==> src/rtl/maxpool2x2_stream_if.sv <==
// rtl/maxpool2x2_stream_if.sv - pixel stream interface for maxpool2x2_stream
interface maxpool2x2_stream_if #(
  parameter int DW = 8
);
  logic [DW-1:0] pixel_in;
  logic          pixel_valid;
  logic [DW-1:0] pixel_out;
  logic          pixel_out_valid;
  logic          frame_done;

  // Upstream producer / downstream consumer side
  modport master (
    output pixel_in,
    output pixel_valid,
    input  pixel_out,
    input  pixel_out_valid,
    input  frame_done
  );

  // Pooling block side
  modport slave (
    input  pixel_in,
    input  pixel_valid,
    output pixel_out,
    output pixel_out_valid,
    output frame_done
  );
endinterface

==> src/rtl/maxpool2x2_stream.sv <==
// rtl/maxpool2x2_stream.sv - streaming 2x2 stride-2 pooling (max, or average with MAXPOOL_AVG_EN)
module maxpool2x2_stream #(
  parameter int W  = 4,
  parameter int H  = 4,
  parameter int DW = 8
) (
  input  logic               clk,
  input  logic               rst,
  maxpool2x2_stream_if.slave bus
);

  localparam int CW = (W > 1) ? $clog2(W) : 1;
  localparam int RW = (H > 1) ? $clog2(H) : 1;
  localparam int NP = W / 2;
  localparam int LI = (NP > 1) ? $clog2(NP) : 1;
`ifdef MAXPOOL_AVG_EN
  localparam int LW = DW + 1;   // pair sums need one extra bit
`else
  localparam int LW = DW;
`endif
  localparam bit H_ODD = (H % 2) == 1;

  typedef enum logic [1:0] {
    ST_EVEN = 2'd0,
    ST_ODD  = 2'd1,
    ST_SKIP = 2'd2
  } state_t;

  state_t          state_q, state_d;
  logic [CW-1:0]   col_q, col_d;
  logic [RW-1:0]   row_q, row_d;
  logic [DW-1:0]   hold_q;
  logic [LW-1:0]   lbuf_q [NP];
  logic [DW-1:0]   out_q;
  logic            out_valid_q;
  logic            frame_done_q;

  logic            accept;
  logic            col_last;
  logic            row_last;
  logic            pair_ok;
  logic [LI-1:0]   lbuf_idx;
  logic [LW-1:0]   lbuf_rd;
  logic [LW-1:0]   pair_val;
  logic [DW-1:0]   out_val;
  logic            lbuf_we;
  logic            out_en;

  assign accept   = bus.pixel_valid;
  assign col_last = (col_q == CW'(W - 1));
  assign row_last = (row_q == RW'(H - 1));
  // With odd W the last column is even, so an odd column always closes a full pair
  assign pair_ok  = accept & col_q[0];
  assign lbuf_idx = LI'(col_q >> 1);
  assign lbuf_rd  = lbuf_q[lbuf_idx];

`ifdef MAXPOOL_AVG_EN
  logic [DW+1:0] quad_sum;
  assign pair_val = {1'b0, hold_q} + {1'b0, bus.pixel_in};
  assign quad_sum = {1'b0, lbuf_rd} + {1'b0, pair_val};
  assign out_val  = DW'(quad_sum >> 2);
`else
  assign pair_val = (hold_q >= bus.pixel_in) ? hold_q : bus.pixel_in;
  assign out_val  = (lbuf_rd >= pair_val) ? lbuf_rd : pair_val;
`endif

  // Column/row position of the next accepted beat
  always_comb begin
    col_d = col_q;
    row_d = row_q;
    if (accept) begin
      if (col_last) begin
        col_d = '0;
        row_d = row_last ? '0 : row_q + 1'b1;
      end else begin
        col_d = col_q + 1'b1;
      end
    end
  end

  // Row-type state register
  always_ff @(posedge clk or negedge rst) begin
    if (!rst) state_q <= ST_EVEN;
    else      state_q <= state_d;
  end

  // Row-type transitions happen only when a row wraps
  always_comb begin
    state_d = state_q;
    if (accept && col_last) begin
      case (state_q)
        ST_EVEN: state_d = ST_ODD;
        ST_ODD:  state_d = (H_ODD && (row_q == RW'(H - 2))) ? ST_SKIP : ST_EVEN;
        default: state_d = ST_EVEN;
      endcase
    end
  end

  // Per-state datapath enables: even rows fill the line buffer, odd rows emit
  always_comb begin
    lbuf_we = 1'b0;
    out_en  = 1'b0;
    case (state_q)
      ST_EVEN: lbuf_we = pair_ok;
      ST_ODD:  out_en  = pair_ok;
      default: ;
    endcase
  end

  // Counters, previous-pixel hold and registered outputs
  always_ff @(posedge clk or negedge rst) begin
    if (!rst) begin
      col_q        <= '0;
      row_q        <= '0;
      hold_q       <= '0;
      out_q        <= '0;
      out_valid_q  <= 1'b0;
      frame_done_q <= 1'b0;
    end else begin
      col_q        <= col_d;
      row_q        <= row_d;
      out_valid_q  <= out_en;
      frame_done_q <= accept & col_last & row_last;
      if (accept) hold_q <= bus.pixel_in;
      if (out_en) out_q  <= out_val;
    end
  end

  // Line buffer of even-row partial results; always written before it is read
  always_ff @(posedge clk) begin
    if (lbuf_we) lbuf_q[lbuf_idx] <= pair_val;
  end

  assign bus.pixel_out       = out_q;
  assign bus.pixel_out_valid = out_valid_q;
  assign bus.frame_done      = frame_done_q;

endmodule

==> src/flat_wrapper.sv <==
// flat-port wrapper written by rule: the top's interface ports become plain ports
module maxpool2x2_stream_flat 
#(
  parameter int W  = 4,
  parameter int H  = 4,
  parameter int DW = 8
)
  (clk, rst, bus_pixel_in, bus_pixel_valid, bus_pixel_out, bus_pixel_out_valid, bus_frame_done);
  maxpool2x2_stream_if #(.DW(DW)) bus_i ();
  input  logic clk;
  input  logic rst;
  input wire logic [$bits(bus_i.pixel_in)-1:0] bus_pixel_in;
  input wire logic [$bits(bus_i.pixel_valid)-1:0] bus_pixel_valid;
  output wire logic [$bits(bus_i.pixel_out)-1:0] bus_pixel_out;
  output wire logic [$bits(bus_i.pixel_out_valid)-1:0] bus_pixel_out_valid;
  output wire logic [$bits(bus_i.frame_done)-1:0] bus_frame_done;
  assign bus_i.pixel_in = bus_pixel_in;
  assign bus_i.pixel_valid = bus_pixel_valid;
  assign bus_pixel_out = bus_i.pixel_out;
  assign bus_pixel_out_valid = bus_i.pixel_out_valid;
  assign bus_frame_done = bus_i.frame_done;
  maxpool2x2_stream #(.W(W), .H(H), .DW(DW)) u_core (.clk(clk), .rst(rst), .bus(bus_i));
endmodule
==> config.mk <==
export PLATFORM = sky130hd
export DESIGN_NAME = maxpool2x2_stream_flat
export DESIGN_NICKNAME = d
export VERILOG_FILES = /design/src/rtl/maxpool2x2_stream_if.sv /design/src/rtl/maxpool2x2_stream.sv /design/src/flat_wrapper.sv
export SDC_FILE = /design/constraint.sdc
export NUM_CORES = 1
export LEC_CHECK = 0
export BUFFER_PORTS_ARGS = -buffer_cell sky130_fd_sc_hd__buf_2
export CAP_MARGIN = 20
export CORE_UTILIZATION = 60
export CTS_CLUSTER_SIZE = 8
export DETAILED_ROUTE_END_ITERATION = 16
export PLACE_DENSITY = 0.88
export SLEW_MARGIN = 20
export SYNTH_ARGS = -nofsm -noshare
export SYNTH_HDL_FRONTEND = slang
export SYNTH_SLANG_ARGS = --single-unit
==> constraint.sdc <==
create_clock -name clk -period 7.8 [get_ports clk]
set_input_delay 1.56 -clock clk [delete_from_list [all_inputs] [get_ports clk]]
set_output_delay 1.56 -clock clk [all_outputs]
set_load 0.02 [all_outputs]
==> flow_summary.json <==
{
  "status": "finished clean",
  "totalPowerFinal_mw": 0.696,
  "postCtsSetupBuffers": 0,
  "drt_first_iter_violations": 24,
  "fin_crit_ps": 4620,
  "antenna_cells": 0,
  "num-fill-cells": 228,
  "synth-seq-cells": 39,
  "synthArstFlopShare_pct": 59.0,
  "finClkSkew_ps": 12.4,
  "syn_nets": 197,
  "cp_data_arrival_time_ps": 4890,
  "endpoint": "u_core.bus.pixel_out[1]",
  "ys_warn_count": 0,
  "clk_latency_ps": 350,
  "coreArea_mm2": 0.00313,
  "setup_violations": 0,
  "synth_edf_count": 16,
  "synth_area_mm2": 0.00202,
  "io_buffers": 20,
  "gp_congestion": 0.914,
  "powerDensity_mw_per_mm2": 309,
  "ant_nets": 0,
  "cts_tree": "built",
  "cts_resized": 0,
  "grt_pass1_wl_um": 6010,
  "fin_crit_sh_pct": 59.2,
  "finalHoldViolations": 0,
  "cp-start-kind": "input port",
  "fin_util_pct": 72.0,
  "final_nets": 222,
  "viasPerCell": 5.54,
  "clock-root-buffer": "clkbuf_4",
  "worstSetupEndpointType": "register",
  "wirelength_um": 3600,
  "die-area_mm2": 0.00360,
  "critPathMaxFanout": 10,
  "die_h_um": 60.0,
  "critPathKind": "in -> reg",
  "tns_ps": 0,
  "tightestPinTransition_ps": 641,
  "ir_worst_vdd_mv": 0.176,
  "firstDrtPassIters": 4,
  "gr-total-overflow": 0,
  "postSynthCellCount": 168,
  "drv_cap": 0,
  "rows": 20,
  "fmax_mhz": 216,
  "r2r-start": "u_core.hold_q[0]",
  "synth_area_per_cell_um2": 12.0,
  "synth_ff_type": "dfrtp_1",
  "antenna_found_initial": 0,
  "yosysSeqAreaShare_pct": 52.4,
  "ioPinCount": 21,
  "syn_to_final_growth_pct": 11.8,
  "reg2reg_to": "u_core.bus.pixel_out[1]",
  "chipWidth_um": 60.0,
  "r2r_cells": 12,
  "holdWs_ps": 532,
  "numCtsBuffers": 5,
  "initial_core_util_pct": 64.4,
  "stdcell_area_mm2": 0.00225,
  "route.detailed.wl_per_inst_um": 15.1,
  "crit_required_ps": 8070,
  "clk_pin_slew_worst_paths_ps": 120,
  "p_leak_nw": 1.04,
  "ctsHoldBuffers": 0,
  "grt_util_all_layers_pct": 24.3,
  "grt_pass1_vias": 1345,
  "cts_max_level": 2,
  "cts.sinks": 39,
  "drc": 0,
  "rsz0062_at_grt": "no",
  "post-dp-hpwl_um": 2820,
  "startpoint": "bus_pixel_in[0]",
  "vias": 1318,
  "drv_slew": 0,
  "cts_buffer_depth": 2,
  "r2r_slack_ps": 4090,
  "placed_area_mm2": 0.00217,
  "grt_max_degree": 24,
  "ys_types": 30,
  "slew_headroom_pct": 57.0,
  "hp-class": "reg -> reg",
  "drive_gt1_share_pct": 26.8
}
[worst max-delay path: stages]
cell and delay [ps]:
buf_2 110, ha_1 300, nand2b_4 140, a2111o_1 440, a21oi_4 340, mux2_4 360, ha_1 280, nand2b_1 140
a2111o_1 410, a21oi_2 360, nand2_1 240, o21bai_1 190
[cell families after synthesis]
logic type      count (synthesis)  share of synthesized area, %
flops                          39                          52.4
buf+inv                        20                          3.72
mux                            26                          14.2
xor+xnor                        1                         0.435
simple gates                   34                          7.76
compound gates                 30                          10.3
fa+ha+maj                      18                          11.2
[where the power goes]
group | switching, mW | internal [mW] | total, mW
Sequential | 0.0402 | 0.267 | 0.307
Combinational | 0.147 | 0.115 | 0.262
Clock | 0.0639 | 0.0629 | 0.127
[routing by layer]
metal / up-vias / GRT usage (%) / share of wire, %
met2: 23 / 41.0 / 53
met1: 647 / 29.1 / 42
met5: - / 0 / 0
li1: 640 / - / -
met3: 8 / 6.71 / 3.4
met4: 0 / 10.3 / 1.9
[per-stage QoR]
| step | setup WS [ps] | instances |
|---|---|---|
| after floorplan | 3260 | 168 |
| after global placement | 2980 | 230 |
| after detailed placement | 2840 | 230 |
| after CTS | 3210 | 238 |
| after global routing | 2970 | 238 |
| final | 3180 | 238 |
[synth_stat cells (all sizes together), types with 2 or more instances]
cell type,count,area [µm²]
mux2,18,206
ha,18,225
nor2,2,7.51
o21bai,7,52.6
nand2b,2,20.0
inv,16,60.1
mux2i,8,80.1
a21oi,7,53.8
a2111o,2,22.5
dfrtp,23,576
edfxtp,16,480
clkbuf,3,11.3
o21ai,11,55.1
nand2,22,82.6
nor3,3,15.0
[flip-flops by register name (all words and copies together) (netlist names)]
signal,flops
u_core.lbuf_q,16
u_core.bus.pixel_out,8
u_core.hold_q,8
u_core.col_q,2
u_core.row_q,2
u_core.bus.frame_done,1
u_core.bus.pixel_out_valid,1
u_core.state_q,1
[layout make-up]
class                   instances  area, µm²  share of cell area, %
clock buffers                   7       76.3                   3.39
clock inverters                 1       5.00                  0.222
inverters                      17       63.8                   2.83
multi-input cells             109        890                   39.5
flip-flops and latches         39       1060                   46.9
well taps                      44       55.1                   2.44
repair buffers                 21        108                   4.78
[layout by cell type (no fill, tap or decap), types with 2 or more instances in the layout]
cell / netlist / layout
a2111o_1: 2 / 2
a21oi_1: 4 / 4
a21oi_2: 2 / 2
buf_2: 0 / 20
clkbuf_4: 0 / 5
dfrtp_1: 23 / 23
edfxtp_1: 16 / 16
ha_1: 18 / 18
inv_1: 16 / 16
mux2_2: 17 / 17
mux2i_1: 8 / 8
nand2_1: 22 / 22
nor2_1: 2 / 2
nor3_1: 3 / 2
o21ai_0: 4 / 4
o21ai_1: 7 / 7
o21bai_1: 7 / 7
[worst min path at each step]
stage	startpoint	endpoint	slack (ps)	depth (start not counted)
global placement	u_core.row_q[0]	u_core.row_q[0]	490	1
CTS	u_core.row_q[1]	u_core.row_q[1]	530	1
global route	u_core.row_q[1]	u_core.row_q[1]	550	1
floorplan	u_core.row_q[0]	u_core.row_q[0]	480	1
detailed placement	u_core.row_q[1]	u_core.row_q[1]	510	1
finish	u_core.row_q[1]	u_core.row_q[1]	530	1
Note: power is estimated with default switching activity, not from simulation.
